**src/rtl/clint_arb.sv**
```systemverilog
// clint_arb: round-robin arbiter and access sequencer for the core-local
// timer register port. Two requesters share one timer port; each accepted
// request becomes one ACCESS cycle on the timer followed by one RESP cycle
// back to the owner. One transaction is in flight at a time.
module clint_arb #(
  parameter logic [63:0] ADDR_MTIME    = 64'h0000_0000_0200_BFF8,
  parameter logic [63:0] ADDR_MTIMECMP = 64'h0000_0000_0200_4000
) (
  input  logic        clk,
  input  logic        rst_n,

  input  logic        m0_req_valid,
  output logic        m0_req_ready,
  input  logic        m0_req_wen,
  input  logic [63:0] m0_req_addr,
  input  logic [63:0] m0_req_wdata,
  output logic        m0_resp_valid,
  output logic        m0_resp_err,
  output logic [63:0] m0_resp_rdata,

  input  logic        m1_req_valid,
  output logic        m1_req_ready,
  input  logic        m1_req_wen,
  input  logic [63:0] m1_req_addr,
  input  logic [63:0] m1_req_wdata,
  output logic        m1_resp_valid,
  output logic        m1_resp_err,
  output logic [63:0] m1_resp_rdata,

  output logic        tmr_cen_o,
  output logic        tmr_wen_o,
  output logic [63:0] tmr_addr_o,
  output logic [63:0] tmr_wdata_o,
  input  logic [63:0] tmr_rdata_i
);

  localparam int unsigned DW = 64;

  typedef enum logic [1:0] {
    S_IDLE   = 2'd0,
    S_ACCESS = 2'd1,
    S_RESP   = 2'd2
  } state_e;

  state_e          state_q, state_d;
  logic            owner_q, owner_d;
  logic            last_grant_q, last_grant_d;
  logic            wen_q, wen_d;
  logic [DW-1:0]   addr_q, addr_d;
  logic [DW-1:0]   wdata_q, wdata_d;
  logic            err_q, err_d;
  logic [DW-1:0]   rdata_q, rdata_d;

  logic            gnt_valid;
  logic            gnt_id;
  logic            accept;
  logic            hit;

  // Full 64-bit decode of the latched address against the two timer registers.
  assign hit = (addr_q == ADDR_MTIME) || (addr_q == ADDR_MTIMECMP);

  // Round-robin pick: a lone requester wins; on contention the one not granted last wins.
  always_comb begin
    gnt_valid = 1'b0;
    gnt_id    = 1'b0;
    if (m0_req_valid && m1_req_valid) begin
      gnt_valid = 1'b1;
      gnt_id    = ~last_grant_q;
    end else if (m0_req_valid) begin
      gnt_valid = 1'b1;
      gnt_id    = 1'b0;
    end else if (m1_req_valid) begin
      gnt_valid = 1'b1;
      gnt_id    = 1'b1;
    end
  end

  // Ready is held low while reset is applied so nothing is advertised as accepted.
  assign accept = rst_n && (state_q == S_IDLE) && gnt_valid;

  // State register.
  always_ff @(posedge clk) begin
    if (!rst_n) begin
      state_q <= S_IDLE;
    end else begin
      state_q <= state_d;
    end
  end

  // Next-state logic: IDLE -> ACCESS on accept, then one cycle each of ACCESS and RESP.
  always_comb begin
    state_d = state_q;
    unique case (state_q)
      S_IDLE:   if (accept) state_d = S_ACCESS;
      S_ACCESS: state_d = S_RESP;
      S_RESP:   state_d = S_IDLE;
      default:  state_d = S_IDLE;
    endcase
  end

  // Datapath registers: request latch, arbitration history, response capture.
  always_ff @(posedge clk) begin
    if (!rst_n) begin
      owner_q      <= 1'b0;
      last_grant_q <= 1'b1;
      wen_q        <= 1'b0;
      addr_q       <= '0;
      wdata_q      <= '0;
      err_q        <= 1'b0;
      rdata_q      <= '0;
    end else begin
      owner_q      <= owner_d;
      last_grant_q <= last_grant_d;
      wen_q        <= wen_d;
      addr_q       <= addr_d;
      wdata_q      <= wdata_d;
      err_q        <= err_d;
      rdata_q      <= rdata_d;
    end
  end

  // Datapath next values: latch the winner on accept, capture result during ACCESS.
  always_comb begin
    owner_d      = owner_q;
    last_grant_d = last_grant_q;
    wen_d        = wen_q;
    addr_d       = addr_q;
    wdata_d      = wdata_q;
    err_d        = err_q;
    rdata_d      = rdata_q;
    if (accept) begin
      owner_d      = gnt_id;
      last_grant_d = gnt_id;
      wen_d        = gnt_id ? m1_req_wen   : m0_req_wen;
      addr_d       = gnt_id ? m1_req_addr  : m0_req_addr;
      wdata_d      = gnt_id ? m1_req_wdata : m0_req_wdata;
    end
    if (state_q == S_ACCESS) begin
      err_d   = ~hit;
      rdata_d = (hit && !wen_q) ? tmr_rdata_i : '0;
    end
  end

  // Output decode from registered state.
  always_comb begin
    m0_req_ready  = accept && (gnt_id == 1'b0);
    m1_req_ready  = accept && (gnt_id == 1'b1);

    tmr_addr_o    = addr_q;
    tmr_cen_o     = 1'b0;
    tmr_wen_o     = 1'b0;
    tmr_wdata_o   = '0;
    if (state_q == S_ACCESS) begin
      tmr_cen_o   = hit;
      tmr_wen_o   = hit && wen_q;
      tmr_wdata_o = wdata_q;
    end

    m0_resp_valid = (state_q == S_RESP) && (owner_q == 1'b0);
    m1_resp_valid = (state_q == S_RESP) && (owner_q == 1'b1);
    m0_resp_err   = m0_resp_valid && err_q;
    m1_resp_err   = m1_resp_valid && err_q;
    m0_resp_rdata = m0_resp_valid ? rdata_q : '0;
    m1_resp_rdata = m1_resp_valid ? rdata_q : '0;
  end

endmodule

```
**config.mk**
```make
export PLATFORM = sky130hd
export DESIGN_NAME = clint_arb
export DESIGN_NICKNAME = d
export VERILOG_FILES = /design/src/rtl/clint_arb.sv
export SDC_FILE = /design/constraint.sdc
export NUM_CORES = 1
export LEC_CHECK = 0
export ABC_AREA = 1
export ABC_CLOCK_PERIOD_IN_PS = 2800
export BUFFER_PORTS_ARGS = -buffer_cell sky130_fd_sc_hd__buf_2
export CAP_MARGIN = 20
export CORE_AREA = 2 2 229 231
export DETAILED_ROUTE_END_ITERATION = 6
export DIE_AREA = 0 0 231 233
export REMOVE_ABC_BUFFERS = 1
export SYNTH_ARGS = -nofsm -noshare
export SYNTH_HDL_FRONTEND = slang
export SYNTH_SLANG_ARGS = --single-unit
```
**constraint.sdc**
```tcl
create_clock -name clk -period 2.8 [get_ports clk]
set_input_delay 0.56 -clock clk [delete_from_list [all_inputs] [get_ports clk]]
set_output_delay 0.56 -clock clk [all_outputs]
set_load 0.01 [all_outputs]
```
==> run_results.csv, run 1 <==
group,metric,value,unit
sta,period_share,92.3,%
route,wl_per_cell,15.4,um
clock_network,clk_latency,0.49,ns
sta,relSlewSlack,48.0,%
placed_design,place_worst_setup_slack,0.599,ns
setup_path,cp_max_fo,3,
placed_design,dp_cells,2763,
global_routing,grt_pass1_vias,10656,
global_routing,overflow,0,
route,wl_met2,20600,um
hold_path,hp-class,"in -> reg",
clock_network,postCtsSetupRepairBufs,0,
floorplanning,rows,83,
route,ant_nets,0,
yosys,syn-cell-area,0.00986,mm2
clock_network,clock-root-buffer,"clkbuf_16",
layout,drive_above_1_share,31.2,%
power,powerDensity,475,mW/mm2
floorplanning,start_util,19.3,%
setup_path,worstReg2RegEnd,"rdata_q[41]",
floorplanning,coreArea,0.0511,mm2
global_routing,antenna_found_initial,2,
yosys,yosys_warnings,0,
clock_network,hold_buffers,0,
route,met3_wirelength,3240,um
floorplanning,die-area,0.0538,mm2
global_routing,grtUsageTotal,15.3,%
layout,num-nets-final,2428,
setup_path,reg2reg_depth,8,
global_routing,grt_pass1_wl,62800,um
yosys,syn_avg_cell_area,6.22,um2
setup_path,r2r_start,"tmr_addr_o[58]",
route,drt_iter0_drc,589,
sta,fin_ws,0.214,ns
clock_network,cts_max_level,4,
setup_path,endpoint_kind,"primary output",
clock_network,clk_pin_slew_worst_paths,0.08,ns
route,vias,11730,
route,drc,0,
sta,finalSetupViolCount,0,
power,ir_worst_vdd,364,uV
yosys,synth_cells,1586,
sta,hold_violations,0,
route,drt_first_pass_iters,7,
setup_path,cp.arrival,2.03,ns
layout,layout.cells.non_filler,2796,
layout,fillers,5823,
setup_path,cp-startpoint,"tmr_addr_o[46]",
hold_path,holdPathStages,3,
sta,final.setup.tns,0,ns
sta,fmax,387,MHz
global_routing,grt_max_degree,133,
placed_design,gp_congestion,0.856,
yosys,synth_cell_types,20,
layout,area_growth_syn_to_layout,42.7,%
clock_network,clock-sinks,198,
placed_design,io_buffers,589,
route,drt-met1-wl,18800,um
sta,rsz0062_at_grt,"no",
route,wl,43100,um
clock_network,cts_tree,"built",
floorplanning,die_h,233,um
clock_network,ctsResizeCount,0,
yosys,ys_seq_elements,198,
clock_network,cts_buffers,17,
run_status,outcome,"finished clean",
layout,postLayoutCoreUtil,27.6,%
setup_path,r2r_slack,0.71,ns
route,routed_via_density,4.20,
layout,final_cell_mix,"589 x buf_2, 482 x nand2_1, 299 x nor2_1",
sta,period_needed,2.59,ns
sta,slew_violations,0,
sta,max_slew.worst_pin.slew,0.781,ns
clock_network,clk_path_buf_depth,2,
setup_path,cp-start-kind,"flip-flop",
setup_path,crit_required,2.24,ns
floorplanning,boundaryPins,590,
hold_path,hold_path_end,"tmr_addr_o[8]",
power,p_leak,6.34,nW
route,highest_layer,"met5",
floorplanning,die_w,231,um
hold_path,hp-start,"m1_req_addr[8]",
placed_design,hpwl,32300,um
power,totalPowerFinal,6.69,mW
setup_path,critPathKind,"reg -> out",
flow_run,max_cap_violations,0,
sta,clock_skew,0.0198,ns
layout,layout_commonest_cell,"buf_2",
yosys,yosysSeqAreaShare,40.2,%
## sequential cells by signal, summed over array words and instances, names as in the netlist
register	flops
last_grant_q	1
wen_q	1
rdata_q	64
wdata_q	64
tmr_addr_o	64
err_q	1
owner_q	1
state_q	2
## report_power, final
part,switching (mW),internal (mW),total [mW]
combinational,0.712,0.447,1.16
clock,1.21,1.27,2.47
sequential,0.107,2.95,3.06
## per-layer routing
layer / vias up / global-route usage [%]
met5: - / 0
met1: 5254 / 18.9
met2: 475 / 25.9
li1: 5970 / -
met3: 29 / 4.58
met4: 2 / 4.15
## worst max-delay path, stage by stage, from the launching register on
cell and delay [ns]:
dfxtp_1 0.33, nor2_1 0.11, nand2_1 0.06, nor2_1 0.15
nand2_1 0.20, nor2_4 0.17, nand3_1 0.08, buf_4 0.15
nor2_1 0.07, buf_2 0.20
## logic make-up (layout without fill, tap and decap cells)
kind of cell | Yosys count | in the layout | share of synthesized area (%)
other | 0 | 1 | 0
buffers and inverters | 333 | 862 | 13.4
AOI/OAI and AO/OA | 196 | 196 | 11.6
and+or+nand+nor | 859 | 859 | 34.7
DFF | 198 | 198 | 40.2
## layout make-up
class	instances	area [um2]	area share, %
Sequential cell	198	3970	28.2
Clock inverter	12	119	0.844
Multi-Input combinational cell	1055	4600	32.7
Antenna cell	1	2.50	0.0178
Tap cell	680	851	6.04
Timing Repair Buffer	616	3280	23.3
Inverter	214	816	5.80
Clock buffer	20	447	3.17
## worst max-delay path by stage
| stage | end | slack (ns) | cells after the start |
|---|---|---|---|
| floorplan | m1_req_ready | -2.27 | 3 |
| global placement | rdata_q[41] | 0.63 | 8 |
| detailed placement | rdata_q[41] | 0.60 | 8 |
| CTS | m1_resp_rdata[58] | 0.1 | 6 |
| global route | tmr_wen_o | 0.03 | 9 |
| finish | tmr_wen_o | 0.21 | 9 |
## metrics by stage
step,area (um2),hold slack (ns)
floorplan,9340,0.430
detailed placement,13500,0.456
global placement,13500,0.446
global route,14100,0.292
CTS,14100,0.275
finish,14100,0.325
## cells in the mapped netlist, drive strengths merged
master / number / share of area (%)
nor3: 3 / 0.15
a21oi: 65 / 3.3
inv: 214 / 8.1
dfxtp: 198 / 40
nand4: 66 / 4.3
nand3: 1 / 0.051
a31oi: 129 / 8.2
buf: 54 / 2.8
nor2: 304 / 12
clkbuf: 65 / 2.5
or2: 2 / 0.13
o211ai: 1 / 0.076
nand2: 483 / 18
a211oi: 1 / 0.076
Power figures use the tool's default switching activity.
==> run 2: changes to the inputs <==
Settings changed: PLACE_DENSITY set to 0.53.
==> run_results.csv, run 2 (synthesis results as in run 1) <==
group,metric,value,unit
layout,area_growth_syn_to_layout,43.1,%
floorplanning,boundaryPins,590,
sta,max_slew.worst_pin.slew,0.893,ns
setup_path,critPathKind,"reg -> out",
route,drt_first_pass_iters,6,
layout,drive_above_1_share,31.4,%
floorplanning,die_w,231,um
power,power.internal,4.90,mW
placed_design,hpwl,30400,um
sta,fmax,376,MHz
layout,postLayoutCoreUtil,27.6,%
sta,clock_skew,0.0147,ns
hold_path,hp-class,"in -> reg",
setup_path,crit_required,2.24,ns
clock_network,clk_latency,0.48,ns
clock_network,cts_buffers,17,
power,totalPowerFinal,6.92,mW
power,seq_power_share,44.1,%
power,pwr-share-comb,16.7,%
setup_path,cp.arrival,2.10,ns
floorplanning,rows,83,
run_status,outcome,"finished clean",
sta,slew_violations,0,
clock_network,clk_path_buf_depth,2,
layout,layout_commonest_cell,"buf_2",
global_routing,grt_pass1_vias,11181,
setup_path,cp-start-kind,"flip-flop",
sta,period_share,95.0,%
route,ant_nets,0,
sta,finalSetupViolCount,0,
power,p_leak,6.38,nW
power,clockPowerShare,39.2,%
setup_path,cp_max_fo,3,
sta,final.setup.tns,0,ns
sta,rsz0062_at_grt,"no",
placed_design,io_buffers,589,
layout,final_cell_mix,"589 x buf_2, 482 x nand2_1, 299 x nor2_1",
sta,fin_ws,0.140,ns
layout,antenna_cells,0,
flow_run,max_cap_violations,0,
sta,period_needed,2.66,ns
placed_design,gp_congestion,0.884,
global_routing,antenna_found_initial,0,
power,swShare,29.2,%
floorplanning,start_util,19.3,%
route,wl,41400,um
layout,num-nets-final,2432,
placed_design,place_worst_setup_slack,0.512,ns
floorplanning,die_h,233,um
floorplanning,coreArea,0.0511,mm2
power,ir_worst_vdd,341,uV
global_routing,overflow,0,
setup_path,endpoint_kind,"primary output",
route,routed_via_density,4.30,
route,wl_per_cell,14.8,um
route,vias,12043,
clock_network,cts_tree,"built",
route,drc,0,
clock_network,postCtsSetupRepairBufs,0,
global_routing,grtUsageTotal,14.8,%
power,powerDensity,490,mW/mm2
clock_network,cts_max_level,4,
clock_network,clock-root-buffer,"clkbuf_16",
floorplanning,die-area,0.0538,mm2
power,power.switching,2.02,mW
sta,hold_violations,0,
clock_network,clk_pin_slew_worst_paths,0.08,ns
global_routing,grt_pass1_wl,61500,um
sta,relSlewSlack,40.5,%
global_routing,grt_max_degree,131,
route,drt_iter0_drc,458,
clock_network,clock-sinks,198,
==> run 2: cell types whose count changed in the layout (fill, tap and decap cells not counted), moves of 2 or more <==
cell / before / now
buf_12: 10 / 6
buf_4: 17 / 25
bufinv_16: 1 / 4
clkinvlp_4: 2 / 0
==> run 2: final timing paths <==
kind | startpoint | endpoint | slack (ns) | cells past startpoint
min | m0_req_wdata[48] | wdata_q[48] | 0.32 | 3
min reg2reg | rdata_q[5] | rdata_q[5] | 0.46 | 2
max reg2reg | tmr_addr_o[38] | rdata_q[41] | 0.59 | 8
max | tmr_addr_o[19] | tmr_wen_o | 0.14 | 8
==> run 2: layer usage <==
layer  vias up  part of all wire (%)  global-route usage (%)
met5         -                     0                       0
met4         0                   2.3                    5.40
met3        50                   7.8                    4.52
met2       529                    49                    25.2
met1      5495                    41                    17.4
li1       5969                     -                       -
==> run 2: timing repair <==
action                     CTS  global route
hold buffers                 0             0
gates resized for setup      1             3
hold endpoints to repair     0             0
setup endpoints to repair    1            10
pin swaps                    0             1
==> run 2: cell type report <==
cell class,instances,area [um2]
tap,680,851
multi-input combinational,1055,4610
sequential,198,3970
clock inverter,14,196
inverter,214,813
timing repair buffer,620,3260
fill,5793,37000
clock buffer,18,429
==> run 2: power groups by stage <==
stage,sequential (mW),clock [mW],combinational (mW)
floorplan,3.13,0,0.523
global placement,3.11,0,1.17
detailed placement,3.11,0,1.17
CTS,3.05,2.83,1.17
global route,3.07,2.91,1.29
finish,3.05,2.71,1.16
==> run 2: metrics by stage <==
stage	hold slack (ns)	instance area (um2)	std cells
2_1_floorplan	0.430	9340	1467
3_3_place_gp	0.450	13500	2767
3_5_place_dp	0.455	13500	2767
4_1_cts	0.254	14100	2799
5_1_grt	0.300	14100	2799
6_report	0.324	14100	2799
==> run 2: worst max-delay path, cell delays in order, from the launching register on <==
cell     delay [ns]
dfxtp_1        0.34
nor2_1         0.21
nand2_1        0.10
nor2_1         0.15
nand2_1        0.12
nor2_4         0.21
nand3_2        0.19
nor2_1         0.16
buf_2          0.15
==> run 3: changes to the inputs <==
Settings changed: RECOVER_POWER set to 100.
==> run_results.csv, run 3 (synthesis results as in run 1) <==
group,metric,value,unit
global_routing,antenna_found_initial,0,
placed_design,post_dp_cell_area,0.0135,mm2
clock_network,clk_latency,0.48,ns
run_status,outcome,"finished, violations left",
setup_path,cp.arrival,2.10,ns
setup_path,critical-path-max-stage-delay,0.34,ns
sta,fmax,376,MHz
sta,hold_violations,0,
sta,period_needed,2.66,ns
route,drc,0,
clock_network,cts_buffers,17,
floorplanning,die-area,0.0538,mm2
power,totalPowerFinal,6.89,mW
hold_path,holdPathStages,3,
placed_design,place_worst_setup_slack,0.512,ns
sta,hold_ws,0.324,ns
route,drt_iter0_drc,422,
run_status,violations,"max-capacitance violations, max-slew violations",
global_routing,grt_pass1_vias,11181,
floorplanning,start_util,19.3,%
placed_design,hpwl,30400,um
setup_path,critPathKind,"reg -> out",
layout,multi_input_area,0.00459,mm2
layout,area_growth_syn_to_layout,39.6,%
layout,seqCellArea,0.00397,mm2
layout,drive_above_1_share,19.6,%
clock_network,clock-root-buffer,"clkbuf_16",
layout,fillers,5938,
floorplanning,die_w,231,um
sta,max_slew.worst_pin.slew,1.72,ns
clock_network,clock-sinks,198,
power,p_leak,5.29,nW
power,ir_worst_vdd,342,uV
global_routing,grt_max_degree,131,
floorplanning,coreArea,0.0511,mm2
layout,stdcell_area,0.0138,mm2
sta,rsz0062_at_grt,"no",
global_routing,grtUsageTotal,14.8,%
setup_path,cp_max_fo,3,
setup_path,cpMostUsedCell,"nor2_1",
hold_path,hp-class,"in -> reg",
sta,slew_violations,131,
layout,postLayoutCoreUtil,26.9,%
clock_network,clk_pin_slew_worst_paths,0.08,ns
setup_path,crit_required,2.24,ns
floorplanning,boundaryPins,590,
setup_path,slowest_stage,"dfxtp_1",
setup_path,endpoint_kind,"primary output",
clock_network,cts_tree,"built",
hold_path,hold_path_end,"wdata_q[48]",
layout,layout.cells.non_filler,2799,
setup_path,reg2reg_depth,5,
setup_path,worstReg2RegEnd,"wdata_q[58]",
sta,relSlewSlack,-14.4,%
layout,layout_commonest_cell,"nand2_1",
setup_path,cp-start-kind,"flip-flop",
flow_run,max_cap_violations,1,
global_routing,overflow,0,
clock_network,cts_max_level,4,
layout,final_cell_mix,"482 x nand2_1, 337 x buf_2, 299 x nor2_1",
route,ant_nets,0,
sta,clock_skew,0.0165,ns
sta,period_share,94.9,%
setup_path,critPathBufInv,1,
route,drt_first_pass_iters,5,
setup_path,r2r_slack,0.24,ns
setup_path,cp_top_family,"simple AND/OR/NAND/NOR gates",
route,wl_per_cell,14.8,um
placed_design,gp_congestion,0.884,
route,routed_via_density,4.29,
hold_path,hp-start,"m0_req_wdata[48]",
sta,finalSetupViolCount,0,
clock_network,clk_path_buf_depth,2,
sta,fin_ws,0.143,ns
setup_path,path_cells,"nor2_1, nand2_1, nor2_1, nand2_1, nor2_4, nand3_2, nor2_1, buf_2",
placed_design,dp_cells,2767,
placed_design,io_buffers,589,
layout,num-nets-final,2432,
route,wl,41300,um
route,vias,11994,
sta,final.setup.tns,0,ns
setup_path,r2r_start,"state_q[0]",
global_routing,grt_pass1_wl,61500,um
power,powerDensity,500,mW/mm2
floorplanning,die_h,233,um
clock_network,postCtsSetupRepairBufs,0,
clock_network,hold_buffers,0,
floorplanning,rows,83,
layout,antenna_cells,0,
## run 3: cell types whose count changed in the layout (fill, tap and decap cells not counted), moves of 2 or more
cell	before	now
buf_2	589	337
buf_4	25	21
clkbuf_1	1	251
clkbuf_2	0	5
clkbuf_4	0	2
## run 3: area by class of cell
type | count | area share (%)
clock inverter | 14 | 1.43
inverter | 214 | 5.89
tap | 680 | 6.18
sequential | 198 | 28.8
timing repair buffer | 620 | 21.2
multi-input combinational | 1055 | 33.4
clock buffer | 18 | 3.12
## run 3: how the worst max path moves through the flow
stage,startpoint,end,slack [ns],depth (start not counted)
after global placement,tmr_addr_o[19],tmr_wen_o,0.54,8
after floorplan,m1_req_valid,m1_req_ready,-2.27,3
after CTS,tmr_addr_o[19],tmr_wen_o,0.02,8
after global routing,tmr_addr_o[19],tmr_wen_o,0.01,8
final,tmr_addr_o[19],tmr_wen_o,0.14,8
after detailed placement,tmr_addr_o[19],tmr_wen_o,0.51,8
## run 3: report_power, final
part / total (mW) / internal (mW) / switching (mW)
clock: 2.71 / 1.50 / 1.21
sequential: 3.05 / 2.95 / 0.0987
combinational: 1.13 / 0.414 / 0.712
total: 6.89 / 4.87 / 2.02
## run 3: worst min-delay path, stage by stage
cell and delay (ns):
buf_2 0.09, nand2_1 0.05, a31oi_1 0.06
## run 3: repair_timing
| item | in CTS | in global routing |
|---|---|---|
| pin swaps | 0 | 1 |
| gates cloned | 0 | 0 |
| endpoints found under the setup margin | 1 | 10 |
| gates resized for setup | 1 | 3 |
## run 3: layer usage
metal | track usage (%) | part of all wire (%) | up-vias
met4 | 5.40 | 2.1 | 0
met3 | 4.52 | 7.6 | 48
met5 | 0 | 0 | -
met2 | 25.2 | 49 | 491
met1 | 17.4 | 42 | 5486
li1 | - | - | 5969
